File: config.mk
export PLATFORM = sky130hd
export DESIGN_NAME = apb_rr_master
export DESIGN_NICKNAME = d
export VERILOG_FILES = /design/src/rtl/apb_pkg.sv /design/src/rtl/rr_arbiter.sv /design/src/rtl/apb_rr_master.sv
export SDC_FILE = /design/constraint.sdc
export NUM_CORES = 1
export LEC_CHECK = 0
export BUFFER_PORTS_ARGS = -buffer_cell sky130_fd_sc_hd__buf_2
export CAP_MARGIN = 10
export CORE_AREA = 2 2 158 160
export CTS_BUF_LIST = sky130_fd_sc_hd__clkbuf_8
export DETAILED_ROUTE_END_ITERATION = 6
export DIE_AREA = 0 0 160 162
export GPL_TIMING_DRIVEN = 0
export PLACE_DENSITY = 0.57
export SYNTH_ARGS = -nofsm -noshare
export SYNTH_HDL_FRONTEND = slang
export SYNTH_HIERARCHICAL = 1
export SYNTH_SLANG_ARGS = --single-unit
export TNS_END_PERCENT = 10
File: constraint.sdc
create_clock -name clk -period 2.7 [get_ports clk]
set_input_delay 0.405 -clock clk [delete_from_list [all_inputs] [get_ports clk]]
set_output_delay 0.405 -clock clk [all_outputs]
set_load 0.02 [all_outputs]
File: src/rtl/apb_pkg.sv
// rtl/apb_pkg.sv - shared state encoding and default sizes for the APB round-robin master
package apb_pkg;

    localparam int APB_ADDR_W  = 32;
    localparam int APB_DATA_W  = 32;
    localparam int APB_NUM_REQ = 4;
    localparam int APB_TIMEOUT = 16;

    // Transfer phases of the APB master.
    typedef enum logic [1:0] {
        IDLE   = 2'd0,
        SETUP  = 2'd1,
        ACCESS = 2'd2
    } apb_state_e;

endpackage

File: src/rtl/rr_arbiter.sv
// rtl/rr_arbiter.sv - round-robin arbiter with last-grant pointer
//
// Ports:
//   clk, rst     clock, synchronous active-high reset
//   req          eligible requesters (one bit each)
//   grant_en     pointer advances to grant_idx when high
//   grant_idx    index of the winner, valid when grant_valid
//   grant_valid  at least one requester is eligible
module rr_arbiter
    import apb_pkg::*;
#(
    parameter int NUM_REQ = APB_NUM_REQ,
    parameter int IDXW    = $clog2(NUM_REQ)
) (
    input  logic               clk,
    input  logic               rst,
    input  logic [NUM_REQ-1:0] req,
    input  logic               grant_en,
    output logic [IDXW-1:0]    grant_idx,
    output logic               grant_valid
);

    logic [IDXW-1:0] last_grant;
    logic [IDXW-1:0] cand;

    // Search begins one past the previous winner so every requester
    // gets a turn before anyone is served twice.
    always_comb begin
        grant_valid = 1'b0;
        grant_idx   = '0;
        cand        = '0;
        for (int i = 1; i <= NUM_REQ; i++) begin
            cand = IDXW'((int'(last_grant) + i) % NUM_REQ);
            if (!grant_valid && req[cand]) begin
                grant_valid = 1'b1;
                grant_idx   = cand;
            end
        end
    end

    // Reset to the last index so requester 0 is searched first.
    always_ff @(posedge clk) begin
        if (rst) begin
            last_grant <= IDXW'(NUM_REQ - 1);
        end else if (grant_en) begin
            last_grant <= grant_idx;
        end
    end

endmodule

File: src/rtl/apb_rr_master.sv
// rtl/apb_rr_master.sv - APB master serving several requesters in round-robin order
//
// Ports:
//   clk, rst                 clock, synchronous active-high reset
//   req, req_write           per-requester request level and direction (1 = write)
//   req_addr, req_wdata      packed per-requester address and write data
//   done                     one-hot completion pulse
//   rdata_o, err_o           captured read data and error, held until next completion
//   sel, enable, write       APB control to the slave
//   addr, wdata              APB address and write data to the slave
//   rdata, ready, err        APB response from the slave
module apb_rr_master
    import apb_pkg::*;
#(
    parameter int addrWidth = APB_ADDR_W,
    parameter int dataWidth = APB_DATA_W,
    parameter int NUM_REQ   = APB_NUM_REQ,
    parameter int TIMEOUT   = APB_TIMEOUT
) (
    input  logic                         clk,
    input  logic                         rst,
    input  logic [NUM_REQ-1:0]           req,
    input  logic [NUM_REQ-1:0]           req_write,
    input  logic [NUM_REQ*addrWidth-1:0] req_addr,
    input  logic [NUM_REQ*dataWidth-1:0] req_wdata,
    output logic [NUM_REQ-1:0]           done,
    output logic [dataWidth-1:0]         rdata_o,
    output logic                         err_o,
    output logic                         sel,
    output logic                         enable,
    output logic                         write,
    output logic [addrWidth-1:0]         addr,
    output logic [dataWidth-1:0]         wdata,
    input  logic [dataWidth-1:0]         rdata,
    input  logic                         ready,
    input  logic                         err
);

    localparam int IDXW = $clog2(NUM_REQ);
    localparam int CW   = $clog2(TIMEOUT + 1);

    apb_state_e      state;
    logic [IDXW-1:0] winner;
    logic [CW-1:0]   wait_cnt;
    logic [NUM_REQ-1:0] eligible;
    logic [IDXW-1:0] grant_idx;
    logic            grant_valid;
    logic            grant_en;

    // A requester that is receiving its done pulse this cycle is not
    // eligible, which keeps it from being re-granted on a stale level.
    assign eligible = req & ~done;
    assign grant_en = (state == IDLE) && grant_valid;

    assign sel    = (state != IDLE);
    assign enable = (state == ACCESS);

    rr_arbiter #(
        .NUM_REQ (NUM_REQ),
        .IDXW    (IDXW)
    ) u_arb (
        .clk         (clk),
        .rst         (rst),
        .req         (eligible),
        .grant_en    (grant_en),
        .grant_idx   (grant_idx),
        .grant_valid (grant_valid)
    );

    always_ff @(posedge clk) begin
        if (rst) begin
            state    <= IDLE;
            winner   <= '0;
            write    <= 1'b0;
            addr     <= '0;
            wdata    <= '0;
            done     <= '0;
            rdata_o  <= '0;
            err_o    <= 1'b0;
            wait_cnt <= '0;
        end else begin
            done <= '0;
            case (state)
                IDLE: begin
                    if (grant_valid) begin
                        winner <= grant_idx;
                        write  <= req_write[grant_idx];
                        addr   <= req_addr[grant_idx*addrWidth +: addrWidth];
                        wdata  <= req_wdata[grant_idx*dataWidth +: dataWidth];
                        state  <= SETUP;
                    end
                end
                SETUP: begin
                    wait_cnt <= '0;
                    state    <= ACCESS;
                end
                ACCESS: begin
                    if (ready) begin
                        rdata_o      <= write ? '0 : rdata;
                        err_o        <= err;
                        done[winner] <= 1'b1;
                        state        <= IDLE;
                    end else if (wait_cnt == CW'(TIMEOUT - 1)) begin
                        // Slave never answered: report a timeout as an error.
                        rdata_o      <= '0;
                        err_o        <= 1'b1;
                        done[winner] <= 1'b1;
                        state        <= IDLE;
                    end else begin
                        wait_cnt <= wait_cnt + 1'b1;
                    end
                end
                default: state <= IDLE;
            endcase
        end
    end

endmodule

After elaboration in Yosys (flattened, before gate mapping)
Index checks and enable logic that the tools add are counted.
- bits in registers: 113
- latch bits: 0
- RAM bits: 0
- memory bits (read-only): 0
- input bits: 300
- output and inout port bits: 104
- word-level logic and storage cells: 85
- memories kept: 0
- add/subtract/negate cells: 5
- multipliers: 0
- divide/modulo/power cells: 0
- $lt $le $gt $ge: 7
- eq/ne operators: 7
- shifts and indexed selects: 2
- multiplexer cells: 34
- bitwise gates (word level): 3
- reductions and logical operators: 17
- operators with widths (cell ; count):
    $shiftx A128 B8 Y32 ; 2
    $mux W32 ; 3
    $lt A2 B3 Y1 const B ; 6
    $mux W2 ; 7
    $mux W1 ; 12
    $bmux W1 S2 ; 5
    $mux W5 ; 2
    $pmux W5 S2 ; 1
    $mux W4 ; 2
    $ne A2 B2 Y1 const B ; 3
    $pmux W2 S3 ; 1
    $reduce_and A2 Y1 ; 3
    $reduce_bool A2 Y1 ; 3
    $add A5 B1 Y5 const B ; 1
    $eq A5 B4 Y1 const B ; 1
    $logic_and A1 B1 Y1 ; 5
    $add A2 B1 Y2 const B ; 2
    $add A2 B2 Y2 const B ; 2
    $and A4 B4 Y4 ; 1
    $not A4 Y4 ; 1
    $logic_not A1 Y1 ; 3
    $ne A3 B1 Y1 const B ; 1
    $reduce_and A3 Y1 ; 1
    $demux W1 S2 ; 1
    other kinds (6) ; 6

Longest topological paths before layout
- depth after elaboration: 16
- mapped depth: 10
- gate-level depth less buffers: 8

Cells and area by module
The synthesis kept the hierarchy.
- modules (own cells, without submodules) (module ; times used ; cells an instance ; area each (µm²) ; seq. area each (µm²)):
    apb_rr_master ; 1 ; 554 ; 5456.5 ; 2222.1
    rr_arbiter ; 1 ; 23 ; 181.4 ; 40.0

Least setup slack after synthesis
OpenSTA, ideal clock, no wires.
- path type: in2reg
- start: input port req[3]
- end: register addr[24]
- library setup time: 0.114 ns
- arrival time: 1.918 ns
- required time: 2.586 ns
- slack: 0.668 ns
- stages: 10
- buffers on the path: 3
- cells stage by stage: nor2b_1 > nand2b_1 > a21o_1 > nand3_1 > buf_2 > buf_4 > buf_2 > mux2i_1 > o22ai_1 > a21o_1
- cells in the longest elaborated chain, start to end: 14
- RTL lines (item ; RTL line ; text):
    start: declaration ; apb_rr_master.sv:22 ; input logic [NUM_REQ-1:0] req,
    $and A4 B4 Y4 * ; apb_rr_master.sv:52 ; assign eligible = req & ~done;
    $bmux W1 S2 ; rr_arbiter.sv:34 ; if (!grant_valid && req[cand]) begin
    $mux W1 (implied by the code) ; rr_arbiter.sv:34 ;
    $mux W1 ; rr_arbiter.sv:34 ;
    $logic_not A1 Y1 ; rr_arbiter.sv:34 ;
    $logic_and A1 B1 Y1 ; rr_arbiter.sv:34 ;
    $mux W1 ; rr_arbiter.sv:34 ;
    $logic_not A1 Y1 ; rr_arbiter.sv:34 ;
    $logic_and A1 B1 Y1 ; rr_arbiter.sv:34 ;
    $mux W1 ; rr_arbiter.sv:34 ;
    $logic_not A1 Y1 ; rr_arbiter.sv:34 ;
    $logic_and A1 B1 Y1 ; rr_arbiter.sv:34 ;
    $mux W2 * ; rr_arbiter.sv:34 ;
    named net grant_idx[0] ; apb_rr_master.sv:46 ; logic [IDXW-1:0] grant_idx;
    $shiftx A128 B8 Y32 * ; apb_rr_master.sv:88 ; addr <= req_addr[grant_idx*addrWidth +: addrWidth];
    end signal: assignment ; apb_rr_master.sv:88 ;
    end: declaration ; apb_rr_master.sv:32 ; output logic [addrWidth-1:0] addr,
The timed path passes the listed nets; every way through them passes the cells marked *. The select of a mux whose other input is x is not followed.
A chain may end at the register's enable or synchronous reset.

Final worst setup path
- start: register done[1]
- end: register write
- cells in the longest elaborated chain, start to end: 16
- RTL lines (item ; RTL line ; text):
    start: declaration ; apb_rr_master.sv:26 ; output logic [NUM_REQ-1:0] done,
    start signal: assignment ; apb_rr_master.sv:77 ; done <= '0;
    start signal: assignment ; apb_rr_master.sv:82 ; done <= '0;
    start signal: indexed assignment ; apb_rr_master.sv:101 ; done[winner] <= 1'b1;
    $not A4 Y4 * ; apb_rr_master.sv:52 ;
    $and A4 B4 Y4 * ; apb_rr_master.sv:52 ;
    named net eligible[1] ; apb_rr_master.sv:45 ; logic [NUM_REQ-1:0] eligible;
    $bmux W1 S2 ; rr_arbiter.sv:34 ;
    $mux W1 (implied by the code) ; rr_arbiter.sv:34 ;
    $mux W1 ; rr_arbiter.sv:34 ;
    $logic_not A1 Y1 ; rr_arbiter.sv:34 ;
    $logic_and A1 B1 Y1 ; rr_arbiter.sv:34 ;
    [... 2 more ...] ; -- ;
    $logic_and A1 B1 Y1 ; rr_arbiter.sv:34 ;
    $mux W1 ; rr_arbiter.sv:34 ;
    $logic_not A1 Y1 ; rr_arbiter.sv:34 ;
    $logic_and A1 B1 Y1 ; rr_arbiter.sv:34 ;
    $mux W2 * ; rr_arbiter.sv:34 ;
    named net grant_idx[0] ; apb_rr_master.sv:46 ;
    $bmux W1 S2 * ; apb_rr_master.sv:87 ; write <= req_write[grant_idx];
    $mux W1 (implied by the code) * ; apb_rr_master.sv:87 ;
    end signal: assignment ; apb_rr_master.sv:87 ;
    end: declaration ; apb_rr_master.sv:31 ; output logic write,
Marked as above.

==> metrics.md <==
| Metric | Value |
|---|---|
| Root buffer cell | `clkbuf_8` |
| Vias | `roughly 6000` |
| # setup viols final | `0` |
| Starting density of the core | `23.39%` |
| Register area share after synthesis | `between 40% and 50%` |
| WL final | `~24000 um` |
| Clk_lat worst skew | `about 0.45 ns` |
| FF-to-FF Start | `done[1]` |
| Final WS setup | `0.2284 ns` |
| Setup Total Neg Slack | `0 ns` |
| Hold path depth | `3` |
| CP arrival | `~2.8 ns` |
| Largest net degree at the start of global routing | `17` |
| # IOs | `between 400 and 500` |
| Number of library cell types mapped by synthesis | `between 40 and 50` |
| CP startpoint kind | `flop` |
| Syn Nets | `between 800 and 900` |
| Num Clock Sinks | `113` |
| Skew final | `slightly below 0.02 ns` |
| Slew @ Worst Pin | `0.6989 ns` |
| CTS clk-pin slew, worst paths | `approximately 0.1 ns` |
| Number of core rows | `57` |
| Hold Path Class | `in2reg` |
| Commonest non-fill, non-tap cell in the layout | `buf_2` |
| H-tree levels | `4` |
| Hold_buf cts | `0` |
| Max VDD drop | `0.2312 mV` |
| Minimum clock period | `approximately 2.5 ns` |
| EDFF count, synth | `0` |
| Core ar. | `around 24000 um^2` |
| Ys flop type | `dfxtp_1` |
| LEAKAGE | `4.714 nW` |
| DRC | `0` |
| Worst setup startpoint | `done[1]` |
| CP Max Fanout | `10` |
| Vias per cell | `approximately 4.5` |
| Final period utilization | `91.54%` |
| Drt wl/cell | `~18 um` |
| CTS tree | `built` |
| Max clock buf depth | `2` |
| CTS buffer count | `17` |
| Initial antenna violation count | `3` |
| Detailed Place HPWL | `18740 um` |
| Initial DRT Pass Iterations | `4` |
| Asr flop ratio synth | `0%` |
| Pwr per Cell Area | `~670 nW/um^2` |
| Vias in the first global route | `5821` |
| Grt ovf | `0` |
| Ys Warns | `6` |
| #FFs+latches synth | `approximately 110` |
| Worst R2R Path Depth | `10` |
| Setup CP Type | `reg2reg` |
| Port buffer count | `403` |
| Slew margin rel. | `a little over half` |
| # Max-Cap Violations | `0` |
| Post-route ant nets | `0` |
| RSZ-0062 raised after global routing | `no` |
| Hold Vio Cnt, Final | `0` |
| Post-Synthesis Cells | `between 500 and 600` |
| Fmax | `between 0.4 and 0.5 GHz` |
| Gr usage total | `17.36%` |
| Most frequent cells in the layout | `435 x buf_2, 130 x mux2i_1, 113 x dfxtp_1, 66 x o22ai_1, 66 x a21o_1` |
| PostCTS Resize Cnt | `0` |
| Hold wc startpoint | `rdata[19]` |
| Die X | `160 um` |
| Setup Buffers After CTS | `0` |
| Status | `finished, final reports clean` |
| Area of the mapped netlist | `between 5000 and 6000 um^2` |
| Final number of max-transition violations | `0` |
| Layout cell share with drive strength beyond 1 | `about 47%` |
| Global-route wire length before repair | `between 30000 and 40000 um` |
| Crit path capture type | `flop` |
| Placer congestion estimate | `roughly 0.77` |
| Crit path required time | `3.03 ns` |
| Detailed Route Iter0 Violations | `266` |
| Die area | `~26000 um^2` |
| Post-layout nets | `about 1300` |
| Post-placement setup slack | `-0.09007 ns` |
| Die Ht | `between 150 and 200 um` |
| Average cell area after synthesis | `around 9.8 um^2` |
| Area Growth Syn to Fin | `50.24%` |
## area by class of cell
type                       instances  area (um^2)
multi-input combinational        406         3108
fill                            2620        15640
antenna                            2        5.005
clock buffer                      17        234.0
tap                              324        405.4
sequential                       113         2262
clock inverter                    15        162.7
inverter                           8        30.03
timing repair buffer             403         2017
buffer                            50        246.5
## path summary, 6_finish.rpt
path | endpoint | slack [ns]
max | write | 0.23
min | rdata_o[19] | 0.19
max reg2reg | write | 0.23
min reg2reg | wdata[31] | 0.45
## worst max-delay path: stages, from the launching register on
cell and delay [ns]:
dfxtp_1 0.32, nor2b_1 0.24, nand2b_1 0.12, a21o_1 0.19
nand3_1 0.12, buf_2 0.17, buf_4 0.22, clkbuf_4 0.30
mux2i_1 0.35, o22ai_1 0.16, a21o_1 0.17
## report_power, final
group | switching [mW] | internal, mW
clock network | 0.909 | 0.698
logic | 1.15 | 0.856
registers | 0.129 | 1.90
total | 2.19 | 3.46
## cells by family after synthesis
kind of cell	synth area share, %
compound gates	23.08
fa+ha+maj	1.332
buf+inv	4.794
flops	40.12
mux	23.08
simple gates	7.591
## synth_stat cells, types with 3 or more instances
cell type | number | area share (%)
a22oi_1 | 32 | 4.3
buf_4 | 3 | 0.40
a21oi_1 | 10 | 0.89
nand2b_1 | 3 | 0.33
nand2_1 | 8 | 0.53
or3_1 | 3 | 0.33
ha_1 | 6 | 1.3
dfxtp_1 | 113 | 40
a21o_1 | 66 | 8.8
buf_2 | 33 | 2.9
nor2b_1 | 6 | 0.67
mux2i_1 | 130 | 23
inv_1 | 8 | 0.53
nor2_1 | 38 | 2.5
clkbuf_1 | 14 | 0.93
o21ai_0 | 6 | 0.53
nand3_1 | 6 | 0.53
o22ai_1 | 66 | 7.3
## per-layer routing
metal	share of wire [%]	wire, um	global-route usage, %	up-vias
met1	42	9874	20.96	2725
met5	0	0	0	-
met4	2.0	461	5.979	0
met2	48	11200	29.04	284
li1	-	-	-	3012
met3	8.6	2026	5.797	25
## sequential cells by signal (all words and copies together) (netlist names)
signal	cells
winner	2
u_arb/last_grant	2
done	4
wait_cnt	5
write	1
state	2
addr	32
err_o	1
wdata	32
rdata_o	32
## stage by stage
step / utilization, % / hold WS (ns) / cell area [um^2] / power [mW] / std cells
finish: 35.14 / 0.1850 / 8471 / 5.644 / 1338
global route: 35.13 / 0.1514 / 8468 / 5.996 / 1337
CTS: 35.08 / 0.1414 / 8457 / 5.754 / 1336
detailed placement: 33.44 / 0.4336 / 8060 / 4.096 / 1304
global placement: 33.44 / 0.4282 / 8060 / 4.080 / 1304
floorplan: - / 0.4496 / 5638 / 3.310 / 577
(Power assumes the default switching activity.)
